[config.mk]
export PLATFORM = sky130hd
export DESIGN_NAME = hbhost
export DESIGN_NICKNAME = d
export VERILOG_FILES = /design/src/rtl/hbhost_pkg.sv /design/src/rtl/hbhostrx.sv /design/src/rtl/hbhost.sv
export SDC_FILE = /design/constraint.sdc
export NUM_CORES = 1
export LEC_CHECK = 0
export ABC_AREA = 1
export CORE_MARGIN = 2
export CORE_UTILIZATION = 60
export DETAILED_ROUTE_END_ITERATION = 10
export HOLD_SLACK_MARGIN = 0.1
export PLACE_DENSITY = 0.81
export SLEW_MARGIN = 0
export SYNTH_ARGS = -nofsm -noshare
export SYNTH_HDL_FRONTEND = slang
export SYNTH_SLANG_ARGS = --single-unit
[constraint.sdc]
create_clock -name i_clk -period 4.95 [get_ports i_clk]
set_input_delay 0.7425 -clock i_clk [delete_from_list [all_inputs] [get_ports i_clk]]
set_output_delay 0.7425 -clock i_clk [all_outputs]
set_load 0.05 [all_outputs]
[src/rtl/hbhost_pkg.sv]
// Shared definitions for the hexbus host initiator.
// Holds the protocol command characters, the transmit and receive state
// enums, and the nibble <-> lowercase-ASCII hex conversion helpers.
package hbhost_pkg;

    localparam logic [7:0] CH_A  = 8'h41;  // 'A' address
    localparam logic [7:0] CH_R  = 8'h52;  // 'R' read
    localparam logic [7:0] CH_W  = 8'h57;  // 'W' write
    localparam logic [7:0] CH_K  = 8'h4b;  // 'K' write ack
    localparam logic [7:0] CH_E  = 8'h45;  // 'E' error
    localparam logic [7:0] CH_I  = 8'h49;  // 'I' interrupt
    localparam logic [7:0] CH_Z  = 8'h5a;  // 'Z' idle
    localparam logic [7:0] CH_T  = 8'h54;  // 'T' reset notice
    localparam logic [7:0] CH_NL = 8'h0a;  // '\n'
    localparam logic [7:0] CH_CR = 8'h0d;  // '\r'

    typedef enum logic [2:0] {
        TX_IDLE, TX_ADDR, TX_CMD, TX_DATA, TX_NL, TX_WAIT
    } tx_state_t;

    typedef enum logic [1:0] {
        RX_NONE, RX_ADDR, RX_READ
    } rx_field_t;

    function automatic logic [7:0] nib_to_hex(input logic [3:0] nib);
        if (nib < 4'd10)
            return 8'h30 + {4'h0, nib};
        else
            return 8'h57 + {4'h0, nib};   // 'a' - 10
    endfunction

    // Returns {valid, nibble}; valid only for '0'-'9' and 'a'-'f'.
    function automatic logic [4:0] hex_to_nib(input logic [7:0] ch);
        if (ch >= 8'h30 && ch <= 8'h39)
            return {1'b1, ch[3:0]};
        if (ch >= 8'h61 && ch <= 8'h66)
            return {1'b1, ch[3:0] + 4'd9};
        return 5'b0;
    endfunction

endpackage

[src/rtl/hbhostrx.sv]
// Receive parser for hexbus response characters.
// Ports: i_clk, i_reset (sync, active-high), i_stb/i_byte incoming byte
// stream; o_rd_done/o_rd_data (read field terminated, accumulated value),
// o_wr_done ('K'), o_err_seen ('E'), o_int_seen ('I').
// The pulses are decoded in the same cycle as the incoming byte so the
// host can register its Wishbone response one cycle after sampling.
import hbhost_pkg::*;

module hbhostrx (
    input  logic        i_clk,
    input  logic        i_reset,
    input  logic        i_stb,
    input  logic [7:0]  i_byte,
    output logic        o_rd_done,
    output logic [31:0] o_rd_data,
    output logic        o_wr_done,
    output logic        o_err_seen,
    output logic        o_int_seen
);

    rx_field_t   field;
    logic [31:0] acc;
    logic [4:0]  dec;
    logic        is_digit;

    assign dec       = hex_to_nib(i_byte);
    assign is_digit  = dec[4];
    assign o_rd_data = acc;

    always_comb begin
        o_rd_done  = i_stb && !is_digit && (field == RX_READ);
        o_wr_done  = i_stb && (i_byte == CH_K);
        o_err_seen = i_stb && (i_byte == CH_E);
        o_int_seen = i_stb && (i_byte == CH_I);
    end

    always_ff @(posedge i_clk) begin
        if (i_reset) begin
            field <= RX_NONE;
            acc   <= '0;
        end else if (i_stb) begin
            if (is_digit) begin
                if (field == RX_READ)
                    acc <= {acc[27:0], dec[3:0]};
            end else begin
                // Any non-digit closes the current field; only 'A' and 'R'
                // open a new one.
                case (i_byte)
                    CH_A: field <= RX_ADDR;
                    CH_R: begin
                        field <= RX_READ;
                        acc   <= '0;
                    end
                    default: field <= RX_NONE;
                endcase
            end
        end
    end

endmodule

[src/rtl/hbhost.sv]
// Hexbus host initiator: Wishbone slave that serialises single-word
// requests into hexbus command lines and completes them from the parsed
// response stream.
// Ports: i_clk, i_reset (sync, active-high); Wishbone slave i_wb_cyc,
// i_wb_stb, i_wb_we, i_wb_addr[29:0], i_wb_data, i_wb_sel (unused),
// o_wb_stall, o_wb_ack, o_wb_err, o_wb_data; tx byte stream o_tx_stb,
// o_tx_byte, i_tx_busy; rx byte stream i_rx_stb, i_rx_byte; o_interrupt.
import hbhost_pkg::*;

module hbhost #(
    parameter int unsigned TIMEOUT = 32'd1 << 20
) (
    input  logic        i_clk,
    input  logic        i_reset,
    input  logic        i_wb_cyc,
    input  logic        i_wb_stb,
    input  logic        i_wb_we,
    input  logic [29:0] i_wb_addr,
    input  logic [31:0] i_wb_data,
    input  logic [3:0]  i_wb_sel,
    output logic        o_wb_stall,
    output logic        o_wb_ack,
    output logic        o_wb_err,
    output logic [31:0] o_wb_data,
    output logic        o_tx_stb,
    output logic [7:0]  o_tx_byte,
    input  logic        i_tx_busy,
    input  logic        i_rx_stb,
    input  logic [7:0]  i_rx_byte,
    output logic        o_interrupt
);

    localparam int unsigned TW = $clog2(TIMEOUT) + 1;

    tx_state_t     state;
    logic [29:0]   req_addr, cached_addr;
    logic [31:0]   req_data, tx_shift;
    logic          req_we, cache_valid, abandoned;
    logic [3:0]    idx;
    logic [TW-1:0] timer;

    logic          rd_done, wr_done, err_seen, int_seen;
    logic [31:0]   rd_data;
    logic          tx_take, resp_ok, resp_bad, timed_out, gone;
    logic          unused_sel;

    assign unused_sel = ^i_wb_sel;
    assign o_wb_stall = (state != TX_IDLE);
    assign tx_take    = o_tx_stb && !i_tx_busy;
    assign gone       = abandoned || !i_wb_cyc;

    always_comb begin
        resp_ok   = (rd_done && !req_we) || (wr_done && req_we);
        resp_bad  = err_seen || (rd_done && req_we) || (wr_done && !req_we);
        timed_out = (timer == TW'(TIMEOUT - 1));
    end

    hbhostrx u_rx (
        .i_clk      (i_clk),
        .i_reset    (i_reset),
        .i_stb      (i_rx_stb),
        .i_byte     (i_rx_byte),
        .o_rd_done  (rd_done),
        .o_rd_data  (rd_data),
        .o_wr_done  (wr_done),
        .o_err_seen (err_seen),
        .o_int_seen (int_seen)
    );

    // o_tx_byte always holds the byte currently offered; each consume
    // loads the following byte, so idx counts digits already offered.
    always_ff @(posedge i_clk) begin
        if (i_reset) begin
            state       <= TX_IDLE;
            req_addr    <= '0;
            req_data    <= '0;
            req_we      <= 1'b0;
            tx_shift    <= '0;
            idx         <= '0;
            timer       <= '0;
            cached_addr <= '0;
            cache_valid <= 1'b0;
            abandoned   <= 1'b0;
            o_wb_ack    <= 1'b0;
            o_wb_err    <= 1'b0;
            o_wb_data   <= '0;
            o_tx_stb    <= 1'b0;
            o_tx_byte   <= '0;
            o_interrupt <= 1'b0;
        end else begin
            o_wb_ack    <= 1'b0;
            o_wb_err    <= 1'b0;
            o_interrupt <= int_seen;

            case (state)
                TX_IDLE: begin
                    if (i_wb_cyc && i_wb_stb) begin
                        req_addr  <= i_wb_addr;
                        req_data  <= i_wb_data;
                        req_we    <= i_wb_we;
                        abandoned <= 1'b0;
                        o_tx_stb  <= 1'b1;
                        if (cache_valid && (i_wb_addr == cached_addr)) begin
                            state     <= TX_CMD;
                            o_tx_byte <= i_wb_we ? CH_W : CH_R;
                        end else begin
                            state     <= TX_ADDR;
                            o_tx_byte <= CH_A;
                            idx       <= '0;
                            tx_shift  <= {i_wb_addr, 2'b00};
                        end
                    end
                end
                TX_ADDR: begin
                    if (tx_take) begin
                        if (idx == 4'd8) begin
                            state     <= TX_CMD;
                            o_tx_byte <= req_we ? CH_W : CH_R;
                        end else begin
                            o_tx_byte <= nib_to_hex(tx_shift[31:28]);
                            tx_shift  <= tx_shift << 4;
                            idx       <= idx + 4'd1;
                        end
                    end
                end
                TX_CMD: begin
                    if (tx_take) begin
                        if (req_we) begin
                            state     <= TX_DATA;
                            o_tx_byte <= nib_to_hex(req_data[31:28]);
                            tx_shift  <= req_data << 4;
                            idx       <= 4'd1;
                        end else begin
                            state     <= TX_NL;
                            o_tx_byte <= CH_NL;
                        end
                    end
                end
                TX_DATA: begin
                    if (tx_take) begin
                        if (idx == 4'd8) begin
                            state     <= TX_NL;
                            o_tx_byte <= CH_NL;
                        end else begin
                            o_tx_byte <= nib_to_hex(tx_shift[31:28]);
                            tx_shift  <= tx_shift << 4;
                            idx       <= idx + 4'd1;
                        end
                    end
                end
                TX_NL: begin
                    if (tx_take) begin
                        o_tx_stb <= 1'b0;
                        state    <= TX_WAIT;
                        timer    <= '0;
                    end
                end
                TX_WAIT: begin
                    timer <= timer + TW'(1);
                    if (resp_ok) begin
                        state <= TX_IDLE;
                        // The remote address advanced even if the master
                        // walked away, so the cache follows it regardless.
                        cached_addr <= req_addr + 30'd1;
                        cache_valid <= 1'b1;
                        if (!gone) begin
                            o_wb_ack <= 1'b1;
                            if (!req_we)
                                o_wb_data <= rd_data;
                        end
                    end else if (resp_bad || timed_out) begin
                        state       <= TX_IDLE;
                        cache_valid <= 1'b0;
                        if (!gone)
                            o_wb_err <= 1'b1;
                    end
                end
                default: state <= TX_IDLE;
            endcase

            if (state != TX_IDLE && !i_wb_cyc)
                abandoned <= 1'b1;
        end
    end

endmodule

==> results of run 1 <==
## logic make-up (layout without fill, tap and decap cells)
kind of cell    after synthesis  in the layout  synth area share [%]
other cells                   1              1                0.0347
flops                       230            230                  42.5
simple gates                609            609                  23.2
buf+inv                     226            321                  8.57
fa+ha+maj                    11             11                  1.27
compound gates              439            439                  21.6
xor+xnor                     34             34                  2.75
## worst register-to-register path, delay by kind of cell (launching register included)
| family | cells | cell delay (ns) |
|---|---|---|
| compound gates | 2 | 0.31 |
| buf+inv | 3 | 0.69 |
| flops | 1 | 0.33 |
| simple gates | 9 | 1.13 |
## worst paths after layout
check | startpoint | endpoint | slack (ns) | depth (start not counted)
hold reg to reg | req_data[4]$_SDFFE_PP0P_ | req_data[4]$_SDFFE_PP0P_ | 0.46 | 2
setup reg to reg | cached_addr[25]$_SDFFE_PP0P_ | tx_shift[2]$_SDFFE_PP0P_ | 2.39 | 14
hold / removal | req_data[4]$_SDFFE_PP0P_ | req_data[4]$_SDFFE_PP0P_ | 0.46 | 2
setup / recovery | i_rx_byte[0] | o_wb_data[7]$_SDFFE_PP0P_ | 1.78 | 12
## per-layer routing
metal | track usage (%) | vias up
met3 | 4.40 | 53
met2 | 47.3 | 364
met4 | 8.81 | 0
met5 | 0 | -
li1 | - | 5249
met1 | 43.9 | 4895
## per-stage QoR
step	setup slack, ns	instances	hold WS, ns
after floorplan	2.63	1550	0.430
after global placement	1.32	1831	0.445
after detailed placement	1.26	1831	0.455
after CTS	1.79	1874	0.467
after global routing	1.51	1874	0.488
final	1.78	1874	0.461
## flip-flops by register name, indices dropped and copies added (netlist names)
register,cells
abandoned,1
cache_valid,1
cached_addr,30
idx,4
o_interrupt,1
o_tx_byte,7
o_tx_stb,1
o_wb_ack,1
o_wb_data,32
o_wb_err,1
req_addr,30
req_data,32
req_we,1
state,3
timer,21
tx_shift,30
u_rx.field,2
u_rx.o_rd_data,32
## synth_stat cells (5+ instances only)
master / n
sky130_fd_sc_hd__a21oi_1: 146
sky130_fd_sc_hd__a22oi_1: 16
sky130_fd_sc_hd__buf_2: 16
sky130_fd_sc_hd__buf_4: 5
sky130_fd_sc_hd__buf_6: 5
sky130_fd_sc_hd__clkbuf_1: 46
sky130_fd_sc_hd__dfxtp_1: 230
sky130_fd_sc_hd__ha_1: 11
sky130_fd_sc_hd__inv_1: 136
sky130_fd_sc_hd__inv_2: 10
sky130_fd_sc_hd__nand2_1: 225
sky130_fd_sc_hd__nand2_2: 6
sky130_fd_sc_hd__nand3_1: 31
sky130_fd_sc_hd__nand4_1: 13
sky130_fd_sc_hd__nor2_1: 283
sky130_fd_sc_hd__nor2_2: 6
sky130_fd_sc_hd__nor3_1: 23
sky130_fd_sc_hd__nor4_1: 7
sky130_fd_sc_hd__o211ai_1: 7
sky130_fd_sc_hd__o21a_1: 7
sky130_fd_sc_hd__o21ai_0: 231
sky130_fd_sc_hd__o21ai_1: 12
sky130_fd_sc_hd__o221ai_1: 7
sky130_fd_sc_hd__xor2_1: 32
## power by group
part / total, mW / switching (mW) / internal (mW)
Sequential: 2.25 / 0.169 / 2.08
Clock: 1.91 / 0.771 / 1.14
Combinational: 1.26 / 0.845 / 0.414
## layout make-up
| class | instances | area [um^2] |
|---|---|---|
| Clock buffer | 31 | 688 |
| Clock inverter | 12 | 154 |
| Fill cell | 1472 | 4980 |
| Inverter | 148 | 558 |
| Multi-Input combinational cell | 1094 | 5300 |
| Sequential cell | 230 | 4600 |
| Tap cell | 229 | 287 |
| Timing Repair Buffer | 130 | 1280 |
==> results.sh, run 1 <==
export IMPL_clk_root_buffer_cell="sky130_fd_sc_hd__clkbuf_16"
export IMPL_minimum_period_implied_by_the_final_worst_setup_slack_ns=3.17
export IMPL_route_final_wire_length_um=29700
export IMPL_dieWidth_um=138
export IMPL_grt_max_degree=136
export IMPL_start_util_pct=60.7
export IMPL_worstSetupStartpointType="input pin"
export IMPL_detail_route_antenna_nets=0
export IMPL_cp_data_required_time_ns=5.36
export IMPL_numPortBuffers=120
export IMPL_cp_cell_instances="clkdlybuf4s50_1 > inv_1 > ha_1 > o21ai_0 > nand2_1 > nand2_1 > nand4_2 > nor3_2 > buf_4 > inv_1 > nor2_1 > nor2_1"
export IMPL_crit_slowest_cell="sky130_fd_sc_hd__clkdlybuf4s50_1"
export IMPL_num_rows=49
export IMPL_synth_enable_flop_cells=0
export IMPL_worst_clock_skew_ns=0.0105
export IMPL_clkSlewWorstSetupHoldPaths_ns=0.06
export IMPL_numClockSinks=230
export IMPL_yosys_most_used_dff="sky130_fd_sc_hd__dfxtp_1"
export IMPL_placedInstanceArea_um2=12000
export IMPL_synthDominantAreaCellType="sky130_fd_sc_hd__dfxtp_1"
export IMPL_layout_nets=1720
export IMPL_pwr_density_cell_nw_per_um2=421
export IMPL_post_route_period_util_pct=64.0
export IMPL_cts_hold_repair_buffers=0
export IMPL_crit_family="buffers and inverters"
export IMPL_dr_wl_met3_um=2100
export IMPL_totalPowerFinal_mw=5.42
export IMPL_route_layer_met1_wl_um=13600
export IMPL_routed_wl_met2_um=13300
export IMPL_design_portCount=126
export IMPL_synthesis_nets=1642
export IMPL_htree_levels=1
export IMPL_worst_setup_path_type="input pin to flop"
export IMPL_drc_viols=0
export IMPL_fin_util_pct=72.1
export IMPL_postLayoutCellArea_um2=12900
export IMPL_gp_congestion=0.958
export IMPL_synthesis_area_um2=10800
export IMPL_drt_first_iter_violations=1002
export IMPL_report_final_setup_viol=0
export IMPL_leakage_nw=5.15
export IMPL_critPathCaptureType="flop"
export IMPL_cell_variety_after_synth=46
export IMPL_most_common_layout_cells="282 x sky130_fd_sc_hd__nor2_1, 231 x sky130_fd_sc_hd__o21ai_0, 230 x sky130_fd_sc_hd__dfxtp_1"
export IMPL_syn_avg_cell_area_um2=6.98
export IMPL_design_core_area_um2=17800
export IMPL_worst_path_buf_inv=4
export IMPL_post_dp_hpwl_um=20400
export IMPL_min_delay_path_class="flop to flop"
export IMPL_ctsResizeCount=0
export IMPL_mostFrequentLayoutCell="sky130_fd_sc_hd__nor2_1"
export IMPL_final_hold_violation_count=0
export IMPL_synth_sequential_area_ratio_pct=42.5
export IMPL_share_of_layout_cells_above_drive_strength_1_pct=5.17
export IMPL_timing_final_max_slew_violations=0
export IMPL_fmax_mhz=316
export IMPL_cp_slowest_stage_delay_ns=0.56
export IMPL_via_count=10600
export IMPL_max_cap_viol_count=0
export IMPL_clock_tree_buffer_depth=3
export IMPL_syn_inst=1550
export IMPL_yosys_top_cells_area="sky130_fd_sc_hd__dfxtp_1 43%, sky130_fd_sc_hd__o21ai_0 11%, sky130_fd_sc_hd__nor2_1 9.8%"
export IMPL_global_route_wire_length_before_repair_um=48600
export IMPL_grt_setup_unrepaired="no"
export IMPL_first_global_vias=9654
export IMPL_path_max_fanout=33
export IMPL_relSlewSlack_pct=26.0
export IMPL_timing_setup_tns_ns=0
export IMPL_cts_setup_buffers=0
export IMPL_syn_to_final_growth_pct=18.9
export IMPL_timing_worst_slew_pin_value_ns=1.11
export IMPL_n_antenna_cell=0
export IMPL_highest_layer="met4"
export IMPL_proportion_of_synthesized_flip_flops_having_asynchronous_set_or_reset_pct=0
export IMPL_grt_antenna_before_repair=0
export IMPL_first_pass_iteration_count_of_the_detailed_router=6
export IMPL_total_gr_overflow=0
export IMPL_die_y_um=138
export IMPL_die_area_um2=19100
export IMPL_synth_seq_cells=230
export IMPL_track_usage_pct=30.3
export IMPL_clock_latency_ns=0.52
export IMPL_post_drt_via_cell_ratio=5.64
export IMPL_cts_buffers_inserted=24
export IMPL_post_synth_top_area_fraction_pct=42.5
export IMPL_wl_per_cell_um=15.9
export IMPL_vdd_ir_drop_max_v=0.000410
export IMPL_total_number_of_yosys_warnings=0
export IMPL_result_of_the_run="finished, final reports clean"
export IMPL_critPathArrivalTime_ns=3.57
export IMPL_cts_tree="done"
Power figures use the tool's default switching activity.
==> run 2: changes to the inputs <==
--- a/config.mk
+++ b/config.mk
@@ -7,10 +7,10 @@
 export LEC_CHECK = 0
 export ABC_AREA = 1
 export CORE_MARGIN = 2
-export CORE_UTILIZATION = 60
+export CORE_UTILIZATION = 56
 export DETAILED_ROUTE_END_ITERATION = 10
 export HOLD_SLACK_MARGIN = 0.1
-export PLACE_DENSITY = 0.81
+export PLACE_DENSITY = 0.76
 export SLEW_MARGIN = 0
 export SYNTH_ARGS = -nofsm -noshare
 export SYNTH_HDL_FRONTEND = slang
==> constraint.sdc (replaced) <==
create_clock -name i_clk -period 3.2 [get_ports i_clk]
set_input_delay 0.48 -clock i_clk [delete_from_list [all_inputs] [get_ports i_clk]]
set_output_delay 0.48 -clock i_clk [all_outputs]
set_load 0.05 [all_outputs]
==> results.sh, run 2 (synthesized netlist as in run 1, its figures left out) <==
export IMPL_cp_data_required_time_ns=2.72
export IMPL_numClockSinks=230
export IMPL_share_of_layout_cells_above_drive_strength_1_pct=5.68
export IMPL_min_delay_path_class="flop to flop"
export IMPL_start_util_pct=57.5
export IMPL_dieWidth_um=143
export IMPL_route_final_wire_length_um=30300
export IMPL_worstSetupStartpointType="flop"
export IMPL_gp_congestion=0.941
export IMPL_timing_worst_slew_pin_value_ns=0.691
export IMPL_post_dp_hpwl_um=21100
export IMPL_worst_clock_skew_ns=0.0165
export IMPL_via_count=10600
export IMPL_critPathCaptureType="output pin"
export IMPL_cts_hold_repair_buffers=0
export IMPL_path_max_fanout=5
export IMPL_final_hold_violation_count=0
export IMPL_worst_r2r_startpoint="state[2]$_SDFFE_PP0P_"
export IMPL_post_drt_via_cell_ratio=5.51
export IMPL_cts_tree="done"
export IMPL_seq_area_um2=4600
export IMPL_wl_per_cell_um=15.8
export IMPL_grt_max_degree=68
export IMPL_first_pass_iteration_count_of_the_detailed_router=5
export IMPL_worst_r2r_cell_count=11
export IMPL_track_usage_pct=29.3
export IMPL_clk_root_buffer_cell="sky130_fd_sc_hd__clkbuf_16"
export IMPL_die_y_um=143
export IMPL_power_share_combinational_pct=24.4
export IMPL_power_frac_seq_pct=41.7
export IMPL_timing_setup_tns_ns=0
export IMPL_timing_final_max_slew_violations=0
export IMPL_layout_nets=1732
export IMPL_fillers=1647
export IMPL_critPathArrivalTime_ns=2.05
export IMPL_clkSlewWorstSetupHoldPaths_ns=0.06
export IMPL_holdPathEnd="req_data[7]$_SDFFE_PP0P_"
export IMPL_grt_setup_unrepaired="no"
export IMPL_result_of_the_run="finished, final reports clean"
export IMPL_post_route_period_util_pct=79.1
export IMPL_max_cap_viol_count=0
export IMPL_die_area_um2=20500
export IMPL_cp_slowest_stage_delay_ns=0.83
export IMPL_hold_path_depth=2
export IMPL_p_clk_share_pct=33.9
export IMPL_num_rows=50
export IMPL_ctsResizeCount=0
export IMPL_reg2reg_slack_ns=0.91
export IMPL_worst_case_setup_slack_after_placement_ns=0.254
export IMPL_design_core_area_um2=18800
export IMPL_cts_setup_buffers=0
export IMPL_first_global_vias=9456
export IMPL_p_int_mw=5.57
export IMPL_worst_setup_path_type="flop to output pin"
export IMPL_n_antenna_cell=0
export IMPL_numPortBuffers=120
export IMPL_syn_to_final_growth_pct=20.2
export IMPL_crit_family="buffers and inverters"
export IMPL_multiInputGateArea_um2=5300
export IMPL_grt_antenna_before_repair=0
export IMPL_htree_levels=1
export IMPL_drc_viols=0
export IMPL_switching_share_pct=33.2
export IMPL_rr_endpoint="tx_shift[2]$_SDFFE_PP0P_"
export IMPL_switchingPower_mw=2.77
export IMPL_design_portCount=126
export IMPL_crit_slowest_cell="sky130_fd_sc_hd__clkdlybuf4s50_1"
export IMPL_report_final_setup_viol=0
export IMPL_clock_tree_buffer_depth=3
export IMPL_detail_route_antenna_nets=0
export IMPL_drt_first_iter_violations=890
export IMPL_minimum_period_implied_by_the_final_worst_setup_slack_ns=2.53
export IMPL_cts_buffers_inserted=25
export IMPL_most_common_layout_cells="282 x sky130_fd_sc_hd__nor2_1, 231 x sky130_fd_sc_hd__o21ai_0, 230 x sky130_fd_sc_hd__dfxtp_1"
export IMPL_fmax_mhz=395
export IMPL_vdd_ir_drop_max_v=0.000464
export IMPL_worst_path_buf_inv=1
export IMPL_leakage_nw=5.22
export IMPL_postLayoutSetupSlackWorst_ns=0.668
export IMPL_total_gr_overflow=0
export IMPL_pwr_density_cell_nw_per_um2=641
export IMPL_mostFrequentLayoutCell="sky130_fd_sc_hd__nor2_1"
export IMPL_hold_start="req_data[7]$_SDFFE_PP0P_"
export IMPL_cp_cell_instances="nor2_2 > nand2_2 > clkdlybuf4s50_1"
export IMPL_clock_latency_ns=0.53
export IMPL_global_route_wire_length_before_repair_um=48300
export IMPL_relSlewSlack_pct=53.8
run 2: power by group through the flow:
stage / Clock [mW] / Sequential (mW) / Combinational (mW)
floorplan: 0 / 3.53 / 1.41
global placement: 0 / 3.52 / 1.97
detailed placement: 0 / 3.52 / 2.01
CTS: 2.86 / 3.47 / 2.02
global route: 2.97 / 3.51 / 2.27
finish: 2.83 / 3.48 / 2.03
run 2: stage by stage:
stage / hold slack [ns] / total power [mW] / std cells / area (um^2) / util (%)
floorplan: 0.430 / 4.93 / 1550 / 10800 / -
global route: 0.484 / 8.75 / 1916 / 13000 / 69.1
detailed placement: 0.449 / 5.53 / 1873 / 12200 / 64.8
CTS: 0.459 / 8.35 / 1916 / 13000 / 69.1
finish: 0.461 / 8.34 / 1916 / 13000 / 69.1
global placement: 0.443 / 5.49 / 1873 / 12200 / 64.8
run 2: cell type report:
class                           instances  share of cell area, %
Timing Repair Buffer                  141                   10.9
Multi-Input combinational cell       1094                   40.7
Tap cell                              260                   2.50
Sequential cell                       230                   35.4
Clock buffer                           35                   5.56
Inverter                              148                   4.29
Clock inverter                          8                  0.606
run 2: routing by layer:
layer | global-route usage, % | vias up | part of all wire (%)
met3 | 4.66 | 47 | 7.3
met5 | 0 | - | 0
li1 | - | 5283 | -
met1 | 42.5 | 4860 | 47
met4 | 7.50 | 0 | 2.3
met2 | 45.4 | 366 | 44
run 2: worst reg2reg max path, stage by stage (launching register included):
cell and delay, ns:
sky130_fd_sc_hd__dfxtp_1 0.40, sky130_fd_sc_hd__inv_2 0.11, sky130_fd_sc_hd__nand3_2 0.31, sky130_fd_sc_hd__o21ai_1 0.10
sky130_fd_sc_hd__nor2_1 0.09, sky130_fd_sc_hd__nand2_1 0.18, sky130_fd_sc_hd__nor3_2 0.23, sky130_fd_sc_hd__nand2_2 0.13
sky130_fd_sc_hd__inv_2 0.39, sky130_fd_sc_hd__nand2_1 0.09, sky130_fd_sc_hd__o21ai_0 0.09, sky130_fd_sc_hd__nor2_1 0.05
run 2: worst max path at each step:
stage                                      endpoint                   from  cells past startpoint
finish                                   o_wb_stall  state[0]$_SDFFE_PP0P_                      3
CTS                                      o_wb_stall  state[0]$_SDFFE_PP0P_                      3
floorplan              cached_addr[20]$_SDFFE_PP0P_           i_rx_byte[1]                     12
detailed placement     cached_addr[20]$_SDFFE_PP0P_           i_rx_byte[1]                     14
global route        u_rx.o_rd_data[27]$_SDFFE_PP0P_           i_rx_byte[1]                     14
global placement       cached_addr[12]$_SDFFE_PP0P_           i_rx_byte[1]                     14
==> run 3: changes to the inputs <==
--- a/config.mk
+++ b/config.mk
@@ -7,10 +7,10 @@
 export LEC_CHECK = 0
 export ABC_AREA = 1
 export CORE_MARGIN = 2
-export CORE_UTILIZATION = 56
+export CORE_UTILIZATION = 51
 export DETAILED_ROUTE_END_ITERATION = 10
 export HOLD_SLACK_MARGIN = 0.1
-export PLACE_DENSITY = 0.76
+export PLACE_DENSITY = 0.73
 export SLEW_MARGIN = 0
 export SYNTH_ARGS = -nofsm -noshare
 export SYNTH_HDL_FRONTEND = slang
==> constraint.sdc (replaced) <==
create_clock -name i_clk -period 2.25 [get_ports i_clk]
set_input_delay 0.3375 -clock i_clk [delete_from_list [all_inputs] [get_ports i_clk]]
set_output_delay 0.3375 -clock i_clk [all_outputs]
set_load 0.05 [all_outputs]
==> results.sh, run 3 (synthesized netlist as in run 1, its figures left out) <==
export IMPL_result_of_the_run="finished, final reports clean"
export IMPL_postLayoutSetupSlackWorst_ns=0.161
export IMPL_totalPowerFinal_mw=12.4
export IMPL_max_cap_viol_count=0
export IMPL_post_drt_via_cell_ratio=5.35
export IMPL_multiInputGateArea_um2=5310
export IMPL_drc_viols=0
export IMPL_die_area_um2=22400
export IMPL_via_count=10700
export IMPL_clkSlewWorstSetupHoldPaths_ns=0.06
export IMPL_track_usage_pct=27.1
export IMPL_grt_max_degree=80
export IMPL_most_common_layout_cells="282 x sky130_fd_sc_hd__nor2_1, 231 x sky130_fd_sc_hd__o21ai_0, 228 x sky130_fd_sc_hd__dfxtp_1"
export IMPL_crit_family="buffers and inverters"
export IMPL_grtUsageMet1_pct=39.8
export IMPL_minimum_period_implied_by_the_final_worst_setup_slack_ns=2.09
export IMPL_worstSetupStartpointType="flop"
export IMPL_syn_to_final_growth_pct=25.9
export IMPL_fmax_mhz=479
export IMPL_min_delay_path_class="input pin to flop"
export IMPL_global_route_wire_length_before_repair_um=49500
export IMPL_dieWidth_um=150
export IMPL_numClockSinks=230
export IMPL_wl_per_cell_um=15.3
export IMPL_report_final_setup_viol=0
export IMPL_first_pass_iteration_count_of_the_detailed_router=5
export IMPL_globalRouteMet3Util_pct=3.93
export IMPL_postLayoutCellArea_um2=13600
export IMPL_cts_hold_repair_buffers=0
export IMPL_relSlewSlack_pct=59.3
export IMPL_pwr_density_cell_nw_per_um2=909
export IMPL_cp_cell_instances="nor2_2 > nand2_2 > dlygate4sd2_1"
export IMPL_path_max_fanout=5
export IMPL_numPortBuffers=120
export IMPL_worst_case_setup_slack_after_placement_ns=-0.310
export IMPL_mostFrequentLayoutCell="sky130_fd_sc_hd__nor2_1"
export IMPL_design_core_area_um2=21000
export IMPL_post_route_period_util_pct=92.9
export IMPL_num_rows=53
export IMPL_worst_path_buf_inv=1
export IMPL_fillers=1871
export IMPL_timing_worst_slew_pin_value_ns=0.605
export IMPL_design_portCount=126
export IMPL_first_global_vias=9778
export IMPL_clock_tree_buffer_depth=3
export IMPL_leakage_nw=5.59
export IMPL_drt_first_iter_violations=901
export IMPL_crit_slowest_cell="sky130_fd_sc_hd__dlygate4sd2_1"
export IMPL_worst_setup_path_type="flop to output pin"
export IMPL_layout_nets=1798
export IMPL_gr_usage_met2_pct=41.7
export IMPL_cts_setup_buffers=0
export IMPL_cp_slowest_stage_delay_ns=0.55
export IMPL_post_layout_nonfiller_instances=1997
export IMPL_clock_latency_ns=0.52
export IMPL_grt_setup_unrepaired="yes"
export IMPL_clk_root_buffer_cell="sky130_fd_sc_hd__clkbuf_16"
export IMPL_n_antenna_cell=0
export IMPL_grt_antenna_before_repair=0
export IMPL_critPathCaptureType="output pin"
export IMPL_critPathArrivalTime_ns=1.75
export IMPL_post_dp_hpwl_um=21800
export IMPL_final_hold_violation_count=0
export IMPL_seq_area_um2=4610
export IMPL_start_util_pct=51.6
export IMPL_timing_final_max_slew_violations=0
export IMPL_placedInstanceArea_um2=12700
export IMPL_die_y_um=150
export IMPL_worst_clock_skew_ns=0.00649
export IMPL_cp_data_required_time_ns=1.91
export IMPL_route_final_wire_length_um=30600
export IMPL_globalRoute_busiestLayer="met2"
export IMPL_cts_tree="done"
export IMPL_vdd_ir_drop_max_v=0.000551
export IMPL_gp_congestion=0.955
export IMPL_share_of_layout_cells_above_drive_strength_1_pct=9.52
export IMPL_cts_buffers_inserted=25
export IMPL_placedCellCount=1954
export IMPL_detail_route_antenna_nets=0
export IMPL_total_gr_overflow=0
export IMPL_htree_levels=1
run 3: cell types whose count changed in the layout (fill, tap and decap cells not counted), moves of 2 or more:
cell                        change
sky130_fd_sc_hd__buf_4         +64
sky130_fd_sc_hd__bufinv_16      +3
sky130_fd_sc_hd__dfxtp_2        +2
sky130_fd_sc_hd__dfxtp_1        -2
sky130_fd_sc_hd__buf_12         +2
run 3: what timing repair did:
item,4_1_cts,5_1_grt
gates resized for setup,1,6
endpoints found under the setup margin,1,12
pin swaps,0,0
run 3: worst min-delay path, cell delays in order:
cell,delay [ns]
sky130_fd_sc_hd__clkdlybuf4s50_1,0.40
sky130_fd_sc_hd__nor2_1,0.10
sky130_fd_sc_hd__nor2_1,0.05
run 3: final cells by class:
cell class | count | share of cell area, %
clock buffer | 34 | 5.28
inverter | 148 | 4.11
clock inverter | 9 | 1.12
timing repair buffer | 207 | 14.2
sequential | 230 | 33.8
multi-input combinational | 1094 | 38.9
tap | 275 | 2.52
run 3: per-layer routing:
layer  up-vias  share of wire, %
met5         -                 0
met4         0               2.4
met3        53               7.4
met2       352                43
met1      4871                47
li1       5398                 -
run 3: path summary, 6_finish.rpt:
check,start,end,slack (ns),cells past startpoint
min,i_wb_data[13],req_data[13]$_SDFFE_PP0P_,0.40,3
min reg2reg,o_tx_byte[3]$_SDFFE_PP0P_,o_tx_byte[3]$_SDFFE_PP0P_,0.46,2
max,state[0]$_SDFFE_PP0P_,o_wb_stall,0.16,3
max reg2reg,req_addr[20]$_SDFFE_PP0P_,cached_addr[29]$_SDFFE_PP0P_,0.23,8
run 3: report_power, final:
part	switching (mW)	leakage, nW	total, mW	internal [mW]
registers	0.360	1.87	4.94	4.58
clock network	1.67	0.432	4.36	2.69
logic	1.94	3.29	3.09	1.16
run 3: metrics by stage:
| step | TNS [ns] | util (%) | hold slack [ns] |
|---|---|---|---|
| floorplan | 0 | - | 0.416 |
| global placement | -26.96 | 60.8 | 0.450 |
| detailed placement | -32.35 | 60.8 | 0.452 |
| CTS | 0 | 65.0 | 0.390 |
| global route | -0.0183 | 65.0 | 0.397 |
| finish | 0 | 65.0 | 0.398 |
